[src/rtl/alu_matrix_apb_regs_if.sv]
// APB3 bus bundle between the env master agent and the ALU matrix register file.
// The pstrb signal exists only when ALU_APB_PSTRB_EN is defined.
interface alu_matrix_apb_regs_if #(
    parameter int ADDR_W = 12,
    parameter int DATA_W = 32
);
    logic                psel;
    logic                penable;
    logic                pwrite;
    logic [ADDR_W-1:0]   paddr;
    logic [DATA_W-1:0]   pwdata;
`ifdef ALU_APB_PSTRB_EN
    logic [DATA_W/8-1:0] pstrb;
`endif
    logic [DATA_W-1:0]   prdata;
    logic                pready;
    logic                pslverr;

    modport master (
        output psel, penable, pwrite, paddr, pwdata,
`ifdef ALU_APB_PSTRB_EN
        output pstrb,
`endif
        input  prdata, pready, pslverr
    );

    modport slave (
        input  psel, penable, pwrite, paddr, pwdata,
`ifdef ALU_APB_PSTRB_EN
        input  pstrb,
`endif
        output prdata, pready, pslverr
    );
endinterface

[src/rtl/alu_matrix_apb_regs.sv]
// APB3 completer register file for the ALU matrix core: CTRL/STATUS/IRQ/MAT_SIZE/ID
// registers, a registered one-cycle start pulse and W1C interrupt status driving irq_o.
// Optional feature macro: ALU_APB_PSTRB_EN (adds byte strobes on writes).
module alu_matrix_apb_regs #(
    parameter int          ADDR_W      = 12,
    parameter int          DATA_W      = 32,
    parameter int          WAIT_STATES = 0,
    parameter logic [31:0] ID_VALUE    = 32'h00A1_0001
) (
    input  logic                 clk,
    input  logic                 rst_n,
    alu_matrix_apb_regs_if.slave apb,
    output logic                 start_o,
    output logic [2:0]           op_o,
    output logic [7:0]           rows_o,
    output logic [7:0]           cols_o,
    input  logic                 busy_i,
    input  logic                 done_i,
    input  logic                 err_i,
    output logic                 irq_o
);
    typedef enum logic {S_IDLE, S_ACCESS} state_e;

    localparam logic [3:0] WS = 4'(WAIT_STATES);

    state_e              state_q, state_d;
    logic [3:0]          cnt_q, cnt_d;
    logic                pready;
    logic [2:0]          idx;
    logic [DATA_W/8-1:0] strb;
    logic [DATA_W-1:0]   wmask;
    logic                addr_err, ro_err, start_req, err, wr_en;
    logic [DATA_W-1:0]   rdata;
    logic [1:0]          clr;

    logic       start_q, start_d;
    logic [2:0] op_q, op_d;
    logic [7:0] rows_q, rows_d, cols_q, cols_d;
    logic [1:0] irq_en_q, irq_en_d, irq_stat_q, irq_stat_d;
    logic       done_sticky_q, done_sticky_d;
    logic       irq_q, irq_d;

`ifdef ALU_APB_PSTRB_EN
    assign strb = apb.pstrb;
`else
    assign strb = '1;
`endif

    // Transfer FSM: enter ACCESS on setup, count wait states on penable, complete with pready.
    always_comb begin
        // NOTE: every always_comb output gets a default first so no path infers a latch.
        state_d = state_q;
        cnt_d   = cnt_q;
        pready  = 1'b0;
        case (state_q)
            S_IDLE: begin
                if (apb.psel && !apb.penable) begin
                    state_d = S_ACCESS;
                    cnt_d   = '0;
                end
            end
            S_ACCESS: begin
                if (!apb.psel) begin
                    state_d = S_IDLE;
                    cnt_d   = '0;
                end else if (apb.penable) begin
                    if (cnt_q == WS) begin
                        pready  = 1'b1;
                        state_d = S_IDLE;
                        cnt_d   = '0;
                    end else begin
                        cnt_d = cnt_q + 4'd1;
                    end
                end
            end
            default: state_d = S_IDLE;
        endcase
    end

    // Address decode, error classification and byte-strobe expansion.
    always_comb begin
        idx       = apb.paddr[4:2];
        addr_err  = (|apb.paddr[ADDR_W-1:5]) || (|apb.paddr[1:0]) || (idx > 3'd5);
        ro_err    = apb.pwrite && (idx == 3'd1 || idx == 3'd5);
        start_req = apb.pwrite && (idx == 3'd0) && apb.pwdata[0] && strb[0];
        err       = addr_err || ro_err || (start_req && busy_i);
        wr_en     = pready && apb.pwrite && !err;
        wmask     = '0;
        for (int b = 0; b < DATA_W / 8; b++) begin
            wmask[b*8 +: 8] = {8{strb[b]}};
        end
    end

    // Register next-state: write commits, start pulse, sticky done and W1C status (set wins).
    always_comb begin
        op_d          = op_q;
        rows_d        = rows_q;
        cols_d        = cols_q;
        irq_en_d      = irq_en_q;
        start_d       = 1'b0;
        clr           = 2'b00;
        if (wr_en) begin
            case (idx)
                3'd0: begin
                    if (strb[0]) op_d = apb.pwdata[3:1];
                    start_d = start_req && !start_q;
                end
                3'd2: clr = apb.pwdata[1:0] & {2{strb[0]}};
                3'd3: if (strb[0]) irq_en_d = apb.pwdata[1:0];
                3'd4: begin
                    rows_d = (rows_q & ~wmask[7:0])  | (apb.pwdata[7:0]  & wmask[7:0]);
                    cols_d = (cols_q & ~wmask[15:8]) | (apb.pwdata[15:8] & wmask[15:8]);
                end
                default: ;
            endcase
        end
        done_sticky_d = (done_sticky_q && !start_d) || done_i;
        irq_stat_d    = (irq_stat_q & ~clr) | {err_i, done_i};
        irq_d         = |(irq_stat_q & irq_en_q);
    end

    // Read data mux; prdata is forced to 0 outside a clean read completion.
    always_comb begin
        rdata = '0;
        case (idx)
            3'd0: rdata[3:1]  = op_q;
            3'd1: rdata[1:0]  = {done_sticky_q, busy_i};
            3'd2: rdata[1:0]  = irq_stat_q;
            3'd3: rdata[1:0]  = irq_en_q;
            3'd4: rdata[15:0] = {cols_q, rows_q};
            3'd5: rdata       = ID_VALUE;
            default: ;
        endcase
        apb.prdata  = (pready && !apb.pwrite && !err) ? rdata : '0;
        apb.pready  = pready;
        apb.pslverr = pready && err;
    end

    // State and register update with synchronous active-low reset.
    always_ff @(posedge clk) begin
        // NOTE: reset is sampled on the clock edge here, so it lives inside the clocked branch.
        if (!rst_n) begin
            state_q       <= S_IDLE;
            cnt_q         <= '0;
            start_q       <= 1'b0;
            op_q          <= '0;
            rows_q        <= '0;
            cols_q        <= '0;
            irq_en_q      <= '0;
            irq_stat_q    <= '0;
            done_sticky_q <= 1'b0;
            irq_q         <= 1'b0;
        end else begin
            // NOTE: non-blocking assignments so every flop samples pre-edge values.
            state_q       <= state_d;
            cnt_q         <= cnt_d;
            start_q       <= start_d;
            op_q          <= op_d;
            rows_q        <= rows_d;
            cols_q        <= cols_d;
            irq_en_q      <= irq_en_d;
            irq_stat_q    <= irq_stat_d;
            done_sticky_q <= done_sticky_d;
            irq_q         <= irq_d;
        end
    end

    assign start_o = start_q;
    assign op_o    = op_q;
    assign rows_o  = rows_q;
    assign cols_o  = cols_q;
    assign irq_o   = irq_q;
endmodule

[src/flat_wrapper.sv]
// flat-port wrapper written by rule: the top's interface ports become plain ports
module alu_matrix_apb_regs_flat 
#(
    parameter int          ADDR_W      = 12,
    parameter int          DATA_W      = 32,
    parameter int          WAIT_STATES = 0,
    parameter logic [31:0] ID_VALUE    = 32'h00A1_0001
)
  (clk, rst_n, start_o, op_o, rows_o, cols_o, busy_i, done_i, err_i, irq_o, apb_psel, apb_penable, apb_pwrite, apb_paddr, apb_pwdata, apb_prdata, apb_pready, apb_pslverr);
  alu_matrix_apb_regs_if #(.ADDR_W(ADDR_W), .DATA_W(DATA_W)) apb_i ();
  input  logic clk;
  input  logic rst_n;
  output logic start_o;
  output logic [2:0] op_o;
  output logic [7:0] rows_o;
  output logic [7:0] cols_o;
  input  logic busy_i;
  input  logic done_i;
  input  logic err_i;
  output logic irq_o;
  input wire logic [$bits(apb_i.psel)-1:0] apb_psel;
  input wire logic [$bits(apb_i.penable)-1:0] apb_penable;
  input wire logic [$bits(apb_i.pwrite)-1:0] apb_pwrite;
  input wire logic [$bits(apb_i.paddr)-1:0] apb_paddr;
  input wire logic [$bits(apb_i.pwdata)-1:0] apb_pwdata;
  output wire logic [$bits(apb_i.prdata)-1:0] apb_prdata;
  output wire logic [$bits(apb_i.pready)-1:0] apb_pready;
  output wire logic [$bits(apb_i.pslverr)-1:0] apb_pslverr;
  assign apb_i.psel = apb_psel;
  assign apb_i.penable = apb_penable;
  assign apb_i.pwrite = apb_pwrite;
  assign apb_i.paddr = apb_paddr;
  assign apb_i.pwdata = apb_pwdata;
  assign apb_prdata = apb_i.prdata;
  assign apb_pready = apb_i.pready;
  assign apb_pslverr = apb_i.pslverr;
  alu_matrix_apb_regs #(.ADDR_W(ADDR_W), .DATA_W(DATA_W), .WAIT_STATES(WAIT_STATES), .ID_VALUE(ID_VALUE)) u_core (.clk(clk), .rst_n(rst_n), .apb(apb_i), .start_o(start_o), .op_o(op_o), .rows_o(rows_o), .cols_o(cols_o), .busy_i(busy_i), .done_i(done_i), .err_i(err_i), .irq_o(irq_o));
endmodule
[config.mk]
export PLATFORM = sky130hd
export DESIGN_NAME = alu_matrix_apb_regs_flat
export DESIGN_NICKNAME = d
export VERILOG_FILES = /design/src/rtl/alu_matrix_apb_regs_if.sv /design/src/rtl/alu_matrix_apb_regs.sv /design/src/flat_wrapper.sv
export SDC_FILE = /design/constraint.sdc
export NUM_CORES = 1
export LEC_CHECK = 0
export BUFFER_PORTS_ARGS = -buffer_cell sky130_fd_sc_hd__buf_2
export CAP_MARGIN = 20
export CORE_ASPECT_RATIO = 0.6
export CORE_MARGIN = 2
export CORE_UTILIZATION = 44
export DETAILED_ROUTE_END_ITERATION = 7
export PLACE_DENSITY = 0.8
export SETUP_SLACK_MARGIN = 0.1
export SYNTH_ARGS = -nofsm -noshare
export SYNTH_HDL_FRONTEND = slang
export SYNTH_SLANG_ARGS = --single-unit
[constraint.sdc]
create_clock -name clk -period 3.4 [get_ports clk]
set_input_delay 0.85 -clock clk [delete_from_list [all_inputs] [get_ports clk]]
set_output_delay 0.85 -clock clk [all_outputs]
set_load 0.01 [all_outputs]
### Word-level counts from Yosys, hierarchy flattened

Cells that the tools add are included.

| word-level totals | value |
|---|---|
| memories | 0 |
| RAM bits | 0 |
| word-level logic and storage cells | 80 |
| bits in registers | 31 |
| bits in read-only memories | 0 |
| bits in latches | 0 |

| operators by class | value |
|---|---|
| mux-type cells | 24 |
| $add $sub $neg | 1 |
| eq/ne operators | 7 |
| reductions and logical operators | 32 |
| bitwise gates (word level) | 5 |
| multiply operators | 0 |
| magnitude comparators | 1 |
| div/mod/pow operators | 0 |
| shift operators | 0 |

Operator list:

| kind | number |
|---|---|
| $mux W24 | 1 |
| $mux W4 | 4 |
| $logic_and A1 B1 Y1 | 12 |
| $mux W12 | 1 |
| $mux W1 | 10 |
| $pmux W1 S5 | 2 |
| $mux W8 | 1 |
| $pmux W4 S2 | 1 |
| $reduce_and A2 Y1 | 4 |
| $reduce_or A7 Y1 | 1 |
| $eq A3 B2 Y1 const B | 2 |
| $eq A3 B3 Y1 const B | 2 |
| $logic_or A1 B1 Y1 | 6 |
| $logic_not A1 Y1 | 5 |
| $add A4 B1 Y4 const B | 1 |
| $and A2 B2 Y2 | 2 |
| $logic_not A4 Y1 | 1 |
| $mux W2 | 2 |
| $pmux W2 S2 | 1 |
| $reduce_or A2 Y1 | 2 |
| $eq A3 B1 Y1 const B | 1 |
| $gt A3 B3 Y1 const B | 1 |
| $logic_not A3 Y1 | 1 |
| $ne A3 B3 Y1 const B | 1 |
| 5 further kinds | 5 |

### Logic depth before layout (Yosys ltp)

Gate-level depths: netlist of the first run.

| depth | value |
|---|---|
| depth in word-level cells | 11 |
| depth in mapped cells | 8 |

### Least setup slack after synthesis of the first run

OpenSTA, ideal clock, no wires.

| timing | value |
|---|---|
| path type | in2out |
| start | input apb_paddr[6] |
| end | output apb_prdata[21] |
| data required time | 2.550 ns |
| data arrival time | 2.533 ns |
| buffers on the path | 1 |
| cell stages on the path | 5 |
| path slack | 0.017 ns |
| path through | nor4_2 > o211ai_2 > or4_1 > nor3_1 > buf_4 |

| between the ends | value |
|---|---|
| longest elaborated chain between the ends | 8 |

RTL lines:

| element | RTL line | text |
|---|---|---|
| start, declared | flat_wrapper.sv:24 | `input wire logic [$bits(apb_i.paddr)-1:0] apb_paddr;` |
| $reduce_or A7 Y1 | alu_matrix_apb_regs.sv:83 | `addr_err = (\|apb.paddr[ADDR_W-1:5]) \|\| (\|apb.paddr[1:0]) \|\| (idx > 3'd5);` |
| $logic_or A1 B1 Y1 (2 in series) | alu_matrix_apb_regs.sv:83 |  |
| $logic_or A1 B1 Y1 (2 in series) | alu_matrix_apb_regs.sv:86 | `err = addr_err \|\| ro_err \|\| (start_req && busy_i);` |
| $logic_not A1 Y1 | alu_matrix_apb_regs.sv:134 | `apb.prdata = (pready && !apb.pwrite && !err) ? rdata : '0;` |
| $logic_and A1 B1 Y1 | alu_matrix_apb_regs.sv:134 |  |
| $mux W24 | alu_matrix_apb_regs.sv:134 |  |
| end, declared | flat_wrapper.sv:26 | `output wire logic [$bits(apb_i.prdata)-1:0] apb_prdata;` |

Every way passes these cells.

### Worst setup path in the final report of the first run

| timing | value |
|---|---|
| start | input apb_paddr[3] |
| end | output apb_prdata[15] |

| between the ends | value |
|---|---|
| longest elaborated chain between the ends | 8 |

RTL lines:

| element | RTL line |
|---|---|
| branches (longest 7 deep; another with $gt A3 B3 Y1) | n/a |
| $mux W24 (*) | alu_matrix_apb_regs.sv:134 |

Every way passes the cells marked *.

==> metrics.txt, run 1 <==
status=completed; vias in the first global route=1390; DIE AREA=4730 um^2; most frequent cell on the critical path=buf_2; setup repair after global routing missed its margin=true; CTS tree=yes; DRT Wirelength=4.49 mm; largest area contributor in the netlist=dfxtp_1; Top FF cell, synth=dfxtp_1; worst r2r src=u_core.cnt_q[0]; synth top area cells=dfxtp_1 34%, mux2i_1 12%, nand2_1 8.2%; Max Buffers Root-to-Sink=2; initial DRC count=108; Row Count=18; first-pass GRT wire length=6.49 mm; number of enable flip-flop cells after synthesis=0; crit start category=primary input; NumNets Final=354; Slew Limit Fails=0; drt first pass iters=4; worst reg-to-reg path cell count=7; Final Total Pwr=729 uW; top post-synthesis cells by count=40 x nand2_1, 31 x dfxtp_1, 22 x mux2i_1, 15 x buf_4, 13 x and2_1; worst rel slew slack=50.8%; DRC=0; Synth Area per Inst=8.40 um^2; top cell type's share of synthesized area=33.7%; core footprint=4050 um^2; Tmin final=3.22 ns; max incr delay on CP=0.33 ns; Yosys reg bits=31; leakage power=1.10 nW; post-cts sizing count=0; Remaining Overflow, GRT=0; WP buf/inv=4; n_diodes=0; Fin. Hold Viols=0; worst-path fanout max=6; clk_lat worst skew=0.28 ns; clk_skew=0.00730 ns; GP Congestion=0.780; WL/cell=12.8 um; critical path class=primary input to output port; CP Data Required Time=2.55 ns; DRT antenna net count=0; clock sink total=31; PD cells=309 nW/um^2; worst path cell trace=buf_2 > ha_1 > nor2_1 > o211ai_2 > buf_6 > nor4_4 > buf_4 > and2_1 > buf_2; synth warn=0; hold_sp=u_core.cols_o[2]; hold crit path type=register to register; Top delay family on crit path=buffers and inverters; H-Tree Level Count=2; via count=1756; Setup crit end kind=output port; Die Wd=87.5 um; Tcrit/Tclk final=94.6%; die height=54.1 um; Post-CTS Hold Buffers=0; Post-CTS Setup Inserts=0; final setup fails=0; slowest cell on the critical path=nor4_4; Seq/Total Area, Yosys=33.7%; library cells used by synthesis=40; CP arrival=2.37 ns; fraction of registers with async set or reset after synthesis=0%; largest net degree at the start of global routing=48; port bufs=77; maximum VDD drop=0.173 mV; dpl hpwl=3.26 mm; initial antenna violation count=0; max_cap viols=0; Area growth syn-to-layout=28.3%; aggregate negative setup slack=0 ns; hold path depth=2; Worst R2R Setup Slack=1.33 ns; number of I/O pins=107; clock slew at the register clock pins of the worst setup and hold paths=0.06 ns; number of CTS-inserted buffers=5; root buf cell=clkbuf_8; overall routing resource usage=18.3%; Hold Path End=u_core.cols_o[2]; Starting Density=45.4%; Mapped Area=1840 um^2; share of post-route cells with drive strength above 1=35.0%; Fmax=0.311 GHz; Post-Synthesis Cells=219; vias per cell=5.02; most numerous cell in the Yosys netlist=nand2_1; Worst R2R End=u_core.op_o[2]; worst-margin pin slew=0.737 ns
kinds of logic after synthesis:
| kind of cell | Yosys count | synth area share [%] |
|---|---|---|
| compound gates | 25 | 9.31 |
| xor+xnor | 1 | 0.476 |
| fa+ha+maj | 3 | 2.04 |
| buf+inv | 37 | 11.4 |
| flops | 31 | 33.7 |
| mux | 23 | 13.2 |
| other cells | 1 | 0.204 |
| simple gates | 98 | 29.6 |
final cells by class:
cell class / instances / area, um^2
Sequential cell: 31 / 621
Timing Repair Buffer: 87 / 464
Clock inverter: 2 / 12.5
Fill cell: 365 / 1690
Tap cell: 50 / 62.6
Inverter: 11 / 41.3
Clock buffer: 6 / 72.6
Multi-Input combinational cell: 163 / 1090
worst register-to-register path, cell delays in order, from the launching register on:
cell	delay, ns
dfxtp_1	0.35
inv_1	0.08
ha_1	0.14
nor3b_4	0.26
nand2b_1	0.13
buf_4	0.20
nor4_2	0.60
mux2i_1	0.25
report_power, final:
part           internal (mW)  switching [mW]
Clock                  0.143           0.136
Combinational         0.0335          0.0478
Sequential             0.366         0.00263
Total                  0.542           0.186
worst max path at each step:
stage | start | end | cells after the start
global placement | apb_paddr[8] | apb_prdata[16] | 5
global route | apb_paddr[3] | apb_prdata[15] | 9
floorplan | apb_paddr[6] | apb_prdata[21] | 5
CTS | apb_paddr[3] | apb_prdata[23] | 7
finish | apb_paddr[3] | apb_prdata[15] | 9
detailed placement | apb_paddr[3] | apb_prdata[23] | 7
per-layer routing:
layer | vias to the layer above | wire length (um) | global-route usage [%]
li1 | 885 | - | -
met1 | 811 | 2120 | 23.4
met2 | 58 | 2010 | 29.0
met3 | 2 | 345 | 7.06
met4 | 0 | 15 | 5.38
met5 | - | 0 | 0
placed cells by master, fill, tap and decap left out, drive strengths merged:
cell	n
a211o	1
a21boi	2
a21oi	5
a22oi	3
a311oi	1
a41oi	2
and2	13
and3	2
and4	1
buf	87
clkbuf	6
clkinv	1
clkinvlp	1
conb	13
dfxtp	31
ha	3
inv	11
mux2i	22
mux4	1
nand2	40
nand2b	3
nand3	3
nand3b	5
nand4b	1
nor2	7
nor2b	3
nor3	7
nor3b	4
nor4	6
o211a	1
o211ai	2
o21ai	7
o32ai	1
or2	1
or4	2
xnor2	1
flip-flops by register name, indices dropped and copies added (netlist names):
signal / count
u_core.cols_o: 8
u_core.state_q: 1
u_core.irq_o: 1
u_core.irq_en_q: 2
u_core.start_o: 1
u_core.done_sticky_q: 1
u_core.op_o: 3
u_core.irq_stat_q: 2
u_core.rows_o: 8
u_core.cnt_q: 4
metrics by stage:
| stage | utilization, % | hold WS [ns] | setup WS, ns | cells | area [um^2] |
|---|---|---|---|---|---|
| 6_report | 58.2 | 0.473 | 0.184 | 350 | 2360 |
| 5_1_grt | 58.2 | 0.489 | 0.0699 | 350 | 2360 |
| 4_1_cts | 57.3 | 0.472 | 0.130 | 349 | 2320 |
| 3_5_place_dp | 55.2 | 0.459 | 0.130 | 341 | 2240 |
| 3_3_place_gp | 55.2 | 0.454 | 0.164 | 341 | 2240 |
| 2_1_floorplan | - | 0.444 | 0.167 | 231 | 1890 |
No activity file was read; power rests on OpenSTA's default activity.
==> run 2: changes to the inputs <==
Settings changed: CORE_UTILIZATION 44 to 47, PLACE_DENSITY 0.8 to 0.85.
Clock period 3.4 ns to 3.9 ns, I/O delays scaled along.
==> metrics.txt, run 2 (synthesis results as in run 1) <==
status=completed; Row Count=17; footprint of the multi-input gates=1060 um^2; initial antenna violation count=0; maximum VDD drop=0.181 mV; max incr delay on CP=0.66 ns; clock slew at the register clock pins of the worst setup and hold paths=0.07 ns; largest net degree at the start of global routing=48; die height=52.5 um; max_cap viols=0; Tcrit/Tclk final=93.3%; Final Total Pwr=718 uW; Finished Layout Cells=341; root buf cell=clkbuf_8; drt first pass iters=4; Worst R2R Setup Slack=1.76 ns; DRT Wirelength=4.39 mm; DIE AREA=4450 um^2; Remaining Overflow, GRT=0; overall routing resource usage=20.9%; vias in the first global route=1578; n_diodes=0; initial DRC count=47; crit start category=primary input; hold slack=0.470 ns; GP Congestion=0.857; most frequent cells in the layout=77 x buf_2, 40 x nand2_1, 31 x dfxtp_1; NumNets Final=348; FF+latch area=621 um^2; Final Util=62.5%; worst-margin pin slew=0.734 ns; Die Wd=84.8 um; Tmin final=3.64 ns; vias per cell=5.08; port bufs=77; PD cells=310 nW/um^2; leakage power=1.07 nW; worst path cell trace=buf_2 > ha_1 > nor2_1 > o211ai_2 > or4_1 > nor3_2 > buf_2; clk_skew=0.00541 ns; setup repair after global routing missed its margin=false; CP Data Required Time=2.92 ns; final setup fails=0; worst-path fanout max=15; hold crit path type=register to register; Area growth syn-to-layout=25.7%; Starting Density=49.7%; Fin. Hold Viols=0; share of post-route cells with drive strength above 1=33.3%; core footprint=3700 um^2; aggregate negative setup slack=0 ns; Max Buffers Root-to-Sink=2; via count=1731; clk_lat worst skew=0.29 ns; CP arrival=2.66 ns; slowest cell on the critical path=or4_1; H-Tree Level Count=2; clock sink total=31; critical path class=primary input to output port; number of CTS-inserted buffers=5; fillers=330; most frequent cell on the critical path=buf_2; Slew Limit Fails=0; worst rel slew slack=51.1%; dpl hpwl=3.26 mm; Setup crit end kind=output port; CTS tree=yes; DRT antenna net count=0; WL/cell=12.9 um; DRC=0; commonest non-fill, non-tap cell in the layout=buf_2; number of I/O pins=107; Fmax=0.275 GHz; placed cell count=333; first-pass GRT wire length=7.04 mm
==> run 2: changes by cell type in the layout (fill, tap and decap cells not counted), sizes merged <==
cell      delta
buf          -6
bufinv       +1
clkinvlp     -1
==> run 2: metrics by stage <==
stage | setup slack (ns) | area (um^2)
2_1_floorplan | 0.267 | 1890
3_3_place_gp | 0.248 | 2190
3_5_place_dp | 0.214 | 2190
4_1_cts | 0.212 | 2310
5_1_grt | 0.175 | 2310
6_report | 0.261 | 2310
==> run 2: what timing repair did <==
action,4_1_cts,5_1_grt
gates resized for setup,0,1
buffers inserted,0,0
hold buffers,0,0
endpoints found under the setup margin,0,3
==> run 2: layout make-up <==
class / count / area share (%)
multi-input cells: 163 / 45.8
flip-flops and latches: 31 / 26.8
repair buffers: 81 / 18.0
clock buffers: 6 / 3.57
well taps: 47 / 2.54
inverters: 11 / 1.78
clock inverters: 2 / 1.51
==> run 2: worst paths after layout <==
kind | startpoint | end | cells past startpoint
max | apb_paddr[3] | apb_prdata[23] | 7
min | u_core.rows_o[4] | u_core.rows_o[4] | 2
max reg2reg | u_core.cnt_q[0] | u_core.cols_o[5] | 8
min reg2reg | u_core.rows_o[4] | u_core.rows_o[4] | 2
==> run 2: worst max-delay path, delay by kind of cell <==
kind	cells	cell delay, ns
compound gates	1	0.11
fa+ha+maj	1	0.23
simple gates	3	0.99
buf+inv	2	0.36
==> run 2: power by group <==
group / internal (mW) / switching [mW]
sequential: 0.319 / 0.00222
clock: 0.207 / 0.124
combinational: 0.0258 / 0.0398
==> run 2: metal layers <==
| layer | wire length (um) | vias to the layer above | part of all wire [%] | GRT usage, % |
|---|---|---|---|---|
| li1 | - | 878 | - | - |
| met4 | 85 | 0 | 1.9 | 10.3 |
| met2 | 1910 | 67 | 43 | 31.5 |
| met1 | 2040 | 776 | 46 | 27.0 |
| met5 | 0 | - | 0 | 0 |
| met3 | 358 | 10 | 8.2 | 6.77 |
==> run 3: changes to the inputs <==
Settings changed: CELL_PAD_IN_SITES_DETAIL_PLACEMENT set to 0, CELL_PAD_IN_SITES_GLOBAL_PLACEMENT set to 1, CORE_UTILIZATION 47 to 33, PLACE_DENSITY 0.85 to not set, PLACE_DENSITY_LB_ADDON set to 0.1.
==> metrics.txt, run 3 (synthesis results as in run 1) <==
Post-CTS Hold Buffers=0; Design Area, Final=2360 um^2; worst-margin pin slew=0.785 ns; Remaining Overflow, GRT=0; number of I/O pins=107; dpl hpwl=3.40 mm; post-cts sizing count=0; commonest non-fill, non-tap cell in the layout=buf_2; GP Congestion=0.802; leakage power=1.09 nW; Slew Limit Fails=0; maximum VDD drop=0.145 mV; status=completed; number of CTS-inserted buffers=5; CP Data Required Time=2.92 ns; Fin. Hold Viols=0; hold crit path type=register to register; DRT Wirelength=4.52 mm; Area growth syn-to-layout=28.1%; dpl cell area=2240 um^2; largest net degree at the start of global routing=48; root buf cell=clkbuf_8; post-route setup slack=0.265 ns; Max Buffers Root-to-Sink=2; fillers=577; n_diodes=0; NumNets Final=351; clk_lat worst skew=0.28 ns; share of post-route cells with drive strength above 1=33.7%; DRT antenna net count=0; Die Wd=100 um; worst-path fanout max=5; first-pass GRT wire length=6.84 mm; max_cap viols=0; port bufs=77; Starting Density=33.7%; vias in the first global route=1360; clock slew at the register clock pins of the worst setup and hold paths=0.07 ns; final setup fails=0; crit start category=primary input; Row Count=21; most frequent cells in the layout=77 x buf_2, 40 x nand2_1, 31 x dfxtp_1; Setup WS pre-CTS=0.276 ns; Fmax=0.275 GHz; clock sink total=31; initial DRC count=40; via count=1677; PD cells=304 nW/um^2; Tcrit/Tclk final=93.2%; DRC=0; vias per cell=4.58; die height=61.9 um; aggregate negative setup slack=0 ns; initial antenna violation count=0; CP arrival=2.66 ns; Tmin final=3.63 ns; drt first pass iters=4; setup repair after global routing missed its margin=false; CTS tree=yes; Setup crit end kind=output port; clk_skew=0.00739 ns; worst rel slew slack=47.3%; core footprint=5470 um^2; H-Tree Level Count=2; Post-CTS Setup Inserts=0; overall routing resource usage=14.6%; WL/cell=12.3 um; DIE AREA=6210 um^2; critical path class=primary input to output port
-- run 3: per-layer routing --
metal  wire (um)  GRT usage [%]  vias to the layer above
met3         355           5.93                        4
met1        2530           22.5                      736
met5           0              0                        -
met2        1610           17.7                       55
li1            -              -                      882
met4          25           4.11                        0
-- run 3: cell type report --
| cell class | count | area, um^2 | share of cell area, % |
|---|---|---|---|
| Clock buffer | 6 | 82.6 | 3.50 |
| Clock inverter | 2 | 35.0 | 1.49 |
| Inverter | 11 | 41.3 | 1.75 |
| Multi-Input combinational cell | 163 | 1050 | 44.7 |
| Sequential cell | 31 | 621 | 26.3 |
| Tap cell | 69 | 86.3 | 3.66 |
| Timing Repair Buffer | 84 | 438 | 18.6 |
-- run 3: worst paths after layout --
check / start / end / slack [ns] / cells past startpoint
worst min register to register: u_core.cols_o[0] / u_core.cols_o[0] / 0.47 / 2
worst max register to register: u_core.cnt_q[0] / u_core.rows_o[5] / 1.68 / 8
worst max-delay path: apb_paddr[8] / apb_prdata[23] / 0.27 / 5
worst min-delay path: u_core.cols_o[0] / u_core.cols_o[0] / 0.47 / 2
-- run 3: critical path: stages --
cell and delay (ns):
buf_2 0.10, or4_1 0.56, or4_1 0.58, nor3_1 0.26, buf_2 0.18
-- run 3: power breakdown --
part / total [mW] / internal [mW] / switching, mW
sequential: 0.321 / 0.319 / 0.00228
combinational: 0.0674 / 0.0276 / 0.0397
clock: 0.329 / 0.207 / 0.122
total: 0.718 / 0.553 / 0.164
-- run 3: through the flow --
step / hold slack (ns) / total power [mW] / util, % / cells
2_1_floorplan: 0.444 / 0.375 / - / 231
4_1_cts: 0.473 / 0.731 / 43.2 / 366
3_5_place_dp: 0.457 / 0.396 / 41.0 / 358
5_1_grt: 0.490 / 0.751 / 43.2 / 366
3_3_place_gp: 0.454 / 0.397 / 41.0 / 358
6_report: 0.469 / 0.718 / 43.2 / 366
